`src/rtl/char_rotate_seq.sv`:
```
// Rotation sequencer for the 3-character 2-bit-code HEX display: latches codes, steps rotation
// on a prescaled tick or manual step. Optional reverse direction via CHAR_ROTATE_REVERSE_EN (adds port dir).
module char_rotate_seq #(
    parameter int TICK_DIV = 50000000,
    parameter int CNT_W    = 26
) (
    input  logic       CLOCK_50,
    input  logic       RESET,
    input  logic       load,
    input  logic [1:0] c0_in,
    input  logic [1:0] c1_in,
    input  logic [1:0] c2_in,
    input  logic       run,
    input  logic       step,
`ifdef CHAR_ROTATE_REVERSE_EN
    input  logic       dir,
`endif
    output logic [1:0] sel,
    output logic [1:0] d0,
    output logic [1:0] d1,
    output logic [1:0] d2,
    output logic       tick
);

    // state | meaning
    // ROT0  | unrotated, sel=00
    // ROT1  | rotated by one, sel=10
    // ROT2  | rotated by two, sel=01
    // Encoding equals the mux-chain select so sel is the state register itself.
    typedef enum logic [1:0] {
        ROT0 = 2'b00,
        ROT1 = 2'b10,
        ROT2 = 2'b01
    } state_t;

    localparam logic [CNT_W-1:0] CNT_LAST = CNT_W'(TICK_DIV - 1);

    state_t           state_q, state_d;
    logic [CNT_W-1:0] cnt_q, cnt_d;
    logic             tick_q, tick_d;
    logic             step_q;
    logic [1:0]       c0_q, c0_d, c1_q, c1_d, c2_q, c2_d;
    logic             adv;
    logic             rev;

`ifdef CHAR_ROTATE_REVERSE_EN
    assign rev = dir;
`else
    assign rev = 1'b0;
`endif

    always_ff @(posedge CLOCK_50) begin
        if (RESET) begin
            state_q <= ROT0;
            cnt_q   <= '0;
            tick_q  <= 1'b0;
            step_q  <= 1'b0;
            c0_q    <= 2'b00;
            c1_q    <= 2'b00;
            c2_q    <= 2'b00;
        end else begin
            state_q <= state_d;
            cnt_q   <= cnt_d;
            tick_q  <= tick_d;
            step_q  <= step;
            c0_q    <= c0_d;
            c1_q    <= c1_d;
            c2_q    <= c2_d;
        end
    end

    always_comb begin
        state_d = state_q;
        cnt_d   = cnt_q;
        tick_d  = 1'b0;
        c0_d    = c0_q;
        c1_d    = c1_q;
        c2_d    = c2_q;
        adv     = 1'b0;

        if (load) begin
            c0_d    = c0_in;
            c1_d    = c1_in;
            c2_d    = c2_in;
            state_d = ROT0;
            cnt_d   = '0;
        end else if (run) begin
            if (cnt_q == CNT_LAST) begin
                cnt_d  = '0;
                tick_d = 1'b1;
                adv    = 1'b1;
            end else begin
                cnt_d = cnt_q + CNT_W'(1);
            end
        end else begin
            // step edges are only honoured while paused; nothing is queued during run
            adv = step & ~step_q;
        end

        if (adv) begin
            if (rev) begin
                case (state_q)
                    ROT0:    state_d = ROT2;
                    ROT2:    state_d = ROT1;
                    default: state_d = ROT0;
                endcase
            end else begin
                case (state_q)
                    ROT0:    state_d = ROT1;
                    ROT1:    state_d = ROT2;
                    default: state_d = ROT0;
                endcase
            end
        end
    end

    always_comb begin
        d0 = c0_q;
        d1 = c1_q;
        d2 = c2_q;
        case (state_q)
            ROT1: begin
                d0 = c1_q;
                d1 = c2_q;
                d2 = c0_q;
            end
            ROT2: begin
                d0 = c2_q;
                d1 = c0_q;
                d2 = c1_q;
            end
            default: ;
        endcase
    end

    assign sel  = state_q;
    assign tick = tick_q;

endmodule

```
`config.mk`:
```
export PLATFORM = sky130hd
export DESIGN_NAME = char_rotate_seq
export DESIGN_NICKNAME = d
export VERILOG_FILES = /design/src/rtl/char_rotate_seq.sv
export SDC_FILE = /design/constraint.sdc
export NUM_CORES = 1
export LEC_CHECK = 0
export CORE_UTILIZATION = 40
export DETAILED_ROUTE_END_ITERATION = 8
export PLACE_DENSITY = 0.59
export REMOVE_ABC_BUFFERS = 1
export SYNTH_ARGS = -nofsm -noshare
export SYNTH_HDL_FRONTEND = slang
export SYNTH_SLANG_ARGS = --single-unit
```
`constraint.sdc`:
```
create_clock -name CLOCK_50 -period 2.8 [get_ports CLOCK_50]
set_input_delay 0.28 -clock CLOCK_50 [delete_from_list [all_inputs] [get_ports CLOCK_50]]
set_output_delay 0.28 -clock CLOCK_50 [all_outputs]
set_load 0.01 [all_outputs]
```
Word-level counts from Yosys, hierarchy flattened
Index checks and enable logic that the tools add are counted.
{ "op_classes": {"bitwise_logic": 3, "reduce_logical": 4, "n_eq_ne": 3, "mux": 10, "addsub": 1} }
{ "op_table": {"columns": ["operator", "n"], "rows": [
  ["adder 26 x 1 -> 26 bit, second input constant", 1],
  ["equality test 26 bit, second input constant", 1],
  ["2-to-1 mux 26 bit", 1],
  ["case mux 2 bit (2 select lines)", 4],
  ["2-to-1 mux 2 bit", 2],
  ["2-to-1 mux 1 bit", 3],
  ["OR reduction 3 bit", 1],
  ["equality test 2 x 1 -> 1 bit, second input constant", 1],
  ["equality test 2 bit, second input constant", 1],
  ["zero test 2 bit", 1],
  ["NOT 1 bit", 2],
  ["nonzero test 2 bit", 1],
  ["OR reduction 2 bit", 1],
  ["AND 1 bit", 1]
]} }
{ "totals": {"ff_bits": 36, "out_inout_bits": 9, "word_cells": 28, "input_bits": 11} }

Depth between registers and ports, before layout
{ "depth": {"depth_word": 5, "depth_mapped": 8} }

Worst setup path after synthesis
OpenSTA, ideal clock, no wires.
{ "synth_timing": {"path_type": "register -> register", "from": "reg cnt_q[0]", "to": "reg cnt_q[23]", "required_ns": 2.685, "path_buffers": 2, "setup_ns": 0.115, "slack_ns": 1.052, "t_arrival_ns": 1.633, "stages_incl_launch_ff": 9, "path_cell_list": "dfxtp_1 > ha_1 > and2_1 > buf_2 > nand4_1 > or2_1 > nand2_1 > buf_4 > nor2_1"} }
{ "synth_between": {"elab_chain_cells": 2, "word_cells_on_any_way": 3} }
{ "synth_rtl": {"columns": ["item", "line", "rtl"], "rows": [
  ["start: declaration", "39", "logic [CNT_W-1:0] cnt_q, cnt_d;"],
  ["start signal: assignment", "63", "cnt_q <= cnt_d;"],
  ["adder 26 x 1 -> 26 bit / equality test 26 bit (equally long branches)", "93, 88", null],
  ["2-to-1 mux 26 bit *", "88", "if (cnt_q == CNT_LAST) begin"]
]} }
Every way passes the cells marked *; elsewhere a longest branch is shown, timed or not.
A chain may end at the register's enable or synchronous reset.

Worst setup path in the final report
{ "layout_timing": {"from": "reg state_q[0], in the netlist sel[0]", "to": "out d1[1]"} }
{ "layout_between": {"elab_chain_cells": 2, "word_cells_on_any_way": 3} }
{ "layout_rtl": {"columns": ["item", "line", "rtl"], "rows": [
  ["start: declaration", "38", "state_t state_q, state_d;"],
  ["start signal: assignment", "62", "state_q <= state_d;"],
  ["equality test 2 x 1 -> 1 bit / equality test 2 bit (equally long branches)", null, null],
  ["case mux 2 bit (2 select lines) *", "121", "case (state_q)"],
  ["end: declaration", "20", "output logic [1:0] d1,"]
]} }
Marked as above.

==> results <==
- The initialized floorplan defines 24 standard-cell rows.
- The die boundary width is about 70 um.
- After the first detailed-routing iteration, the DRC count stood at 95.
- The die covers ~5000 um^2.
- The wire length on met2 is between 1500 and 2000 um.
- The number of setup buffers added after CTS is 0.
- In the final routing, the length of wire on met1 measures 2190 um.
- In this run the deepest clock path goes through 2 buffers.
- The number of vias per cell after detailed routing is 5.51.
- Summed over all layers, the global routing overflow is 0.
- At the end of the flow, the number of nets in the layout was 258.
- Entering global routing, the biggest net connects 16 pins.
- At the pin with the least slew margin, the transition time is 497 ps.
- 20 I/O pins were placed.
- Setup repair after global routing left no endpoint under its margin.
- The vertical die dimension is 71.0 um.
- The final reports fail on DRC.
- Counting instances, the worst hold path has a depth of 2.
- The signed area change from the synthesized netlist to the final layout is 15.2%.
- The tool flagged a number of max-cap violations equal to 0.
- Synthesis instantiated 45 different standard cells from the library.
- The final weighted congestion in routability-driven placement is 0.838.
- Once detail routing completed, the nets flagged for antenna violations numbered 0.
- The sort of element at the start of the critical path is a register.
- The run finished, with violations left.
- The mean routed wirelength per cell is 14.4 um.
- The number of levels in the clock H-tree is 2.
- The post-layout minimum cycle time is approximately 2300 ps.
- The final cycle utilization of the critical path is 0.819.
- For this run, asynchronously set or reset flops after synthesis account for 0.
- The tree is rooted in a clkbuf_8.
- Hold is met by 507 ps.
- The number of hold violations in the final report is 0.
- The initial antenna violation count came to 0.
- The clock edge transition at the registers on the reported setup and hold paths is 70 ps.
- The TritonCTS clock tree is built.
- A synthesized cell averages 8.43 um^2.
- The number of cells on the worst reg-to-reg path is 6.
- The count of warnings emitted by yosys is 0.
- The final setup skew is 4.56 ps.
- Headroom to the max-slew limit came out at 0.668.
- The total routing usage reported by global routing is 0.178.
- For this design the ratio of total power to cell area is 431 nW/um^2.
- The prevailing post-synth register cell is dfxtp_1.
- In this run the worst hold path is classified as register to register.
- The mapped cell area is between 1500 and 2000 um^2.
- The antenna diode count is 0.
- For this run, design rule violations remaining after detail routing come to 2.
- The proportion of layout cells with a drive suffix above 1 is 0.0782.
- The number of global-route vias before repair is 1408.
- The highest metal layer used by the detailed router is met4.
- Once the clock tree was built, the resizer swapped 0 gates to a different size.
- The instance area after placement is 2120 um^2.
- The max-slew violation total from the final report came to 0.
- The first-pass iteration count of the detailed router is 6.
- The total of endpoints with negative setup slack in the final report is 0.
- The hold buffer count at cts is 0.
- The core region is around 4500 um^2.
- Detailed routing placed a total of roughly 140 um of wire on met3.
- The source-to-sink clock delay at the later pin of the worst-skew pair is 280 ps.
- The final design instance area without fill is 2190 um^2.
- Summed over all layers, the routed wires come to between 4000 and 5000 um.
- Port buffering added 19 buffers.
- The worst setup path category is register to output pin.
- Summed over all failing endpoints, the final setup total negative slack is 0 ps.
- The leakage component of the power is between 0.7 and 0.8 nW.
- In the synthesized netlist, the number of instances is 226.
- The routed via count is 1624.
- The total power after layout is around 0.95 mW.
- STA puts the critical path data arrival time at 2010 ps.
- The starting density of the core is 0.426.
- Data on the critical path is required at its endpoint by roughly 2500 ps.
- The first global-routing pass estimated 6910 um of wire.
- After the flow finishes, the layout carries non-filler instances totaling 295.
- The sequential-to-total area share from yosys stat is 0.378.
- The instance count after placement with tap cells included is 288.
- The largest driver fanout on the critical path is 12.
- The worst setup path is captured at an output pin.
- VDD sags by at most 0.356 mV.
- The number of enable flip-flop cells after synthesis is 0.
- In this run, synthesis produced a sequential element count of 36.
- Clock tree synthesis found a total of 36 sinks.
- Derived from the worst setup path, the maximum achievable clock frequency is 436 MHz.
- The number of buffers created by CTS is 5.
- Detailed placement ended at an HPWL of 3090 um.
[cell type report]
| class | count | area, um^2 |
|---|---|---|
| Fill cell | 445 | 2280 |
| Tap cell | 52 | 65.1 |
| Sequential cell | 36 | 721 |
| Timing Repair Buffer | 20 | 198 |
| Multi-Input combinational cell | 176 | 1120 |
| Inverter | 4 | 15.0 |
| Clock inverter | 1 | 5.00 |
| Clock buffer | 6 | 72.6 |
[state kept, by name, summed over array words and instances, names as in the netlist]
name and cells:
c1_q 2, tick 1, c2_q 2, step_q 1, cnt_q 26, sel 2, c0_q 2
[worst max-delay path, cell delays in order (launching register included)]
cell	delay (ps)
dfxtp_1	390
inv_1	80
ha_1	490
nor2_1	70
a21oi_1	150
clkdlybuf4s50_1	560
[per-layer routing]
layer | vias up | GRT usage
li1 | 844 | -
met1 | 752 | 0.254
met2 | 26 | 0.262
met3 | 2 | 0.0442
met4 | 0 | 0.0578
met5 | - | 0
[cells by family after synthesis]
family / Yosys count / synth area share
buffers and inverters: 14 / 0.0348
and+or+nand+nor: 117 / 0.340
adders and majority gates: 4 / 0.0263
muxes: 8 / 0.0427
DFF: 36 / 0.378
xor gates and xnor gates: 17 / 0.0781
AOI/OAI and AO/OA: 30 / 0.0998
[synthesized netlist by cell type, types with 2 or more instances]
| master | count | area [um^2] |
|---|---|---|
| and4_1 | 4 | 35.0 |
| nand2_1 | 16 | 60.1 |
| xnor2_1 | 7 | 61.3 |
| xor2_1 | 10 | 87.6 |
| nand4_1 | 9 | 56.3 |
| a22oi_1 | 6 | 45.0 |
| a21oi_1 | 12 | 60.1 |
| nor2_1 | 38 | 143 |
| ha_1 | 4 | 50.1 |
| dfxtp_1 | 36 | 721 |
| nand4_2 | 2 | 25.0 |
| clkbuf_1 | 6 | 22.5 |
| o21ai_0 | 5 | 25.0 |
| a32o_1 | 3 | 30.0 |
| nor3_1 | 7 | 35.0 |
| nand3_1 | 14 | 70.1 |
| and2_1 | 2 | 12.5 |
| inv_1 | 4 | 15.0 |
| or2_1 | 2 | 12.5 |
| buf_2 | 2 | 10.0 |
| and3_1 | 7 | 43.8 |
| mux2i_1 | 7 | 70.1 |
[final timing paths]
path,startpoint,endpoint,slack [ps]
hold reg to reg,cnt_q[1],cnt_q[1],510
setup / recovery,sel[0],d1[1],510
hold / removal,cnt_q[1],cnt_q[1],510
setup reg to reg,cnt_q[0],cnt_q[13],660
[cell usage in the layout, fill, tap and decap left out, drive strengths merged]
cell	instances
o221ai	1
a21oi	12
nand4	11
clkbuf	6
or4	1
nor2	39
xnor2	7
nor3	7
clkinv	1
nor3b	1
ha	4
o211ai	1
mux2	1
dfxtp	36
a32o	3
inv	4
nand2	16
a22oi	6
nand3	15
and4bb	2
o21ai	5
or3	1
clkdlybuf4s50	19
a21o	1
mux2i	7
nor4	2
and2	4
xor2	10
and4	5
a31oi	1
nor4bb	1
buf	1
and3	8
nor2b	1
or2	3
[per-stage QoR]
stage	setup WS (ps)	utilization
after floorplan	1060	-
after global placement	738	0.473
after detailed placement	628	0.473
after CTS	511	0.490
after global routing	324	0.490
final	508	0.490
[power breakdown]
| part | internal [mW] | switching [mW] | leakage, nW | total, mW |
|---|---|---|---|---|
| Sequential | 0.519 | 0.00732 | 0.292 | 0.526 |
| Clock | 0.169 | 0.174 | 0.0410 | 0.344 |
| Combinational | 0.0397 | 0.0359 | 0.412 | 0.0755 |
(Power assumes the default switching activity.)
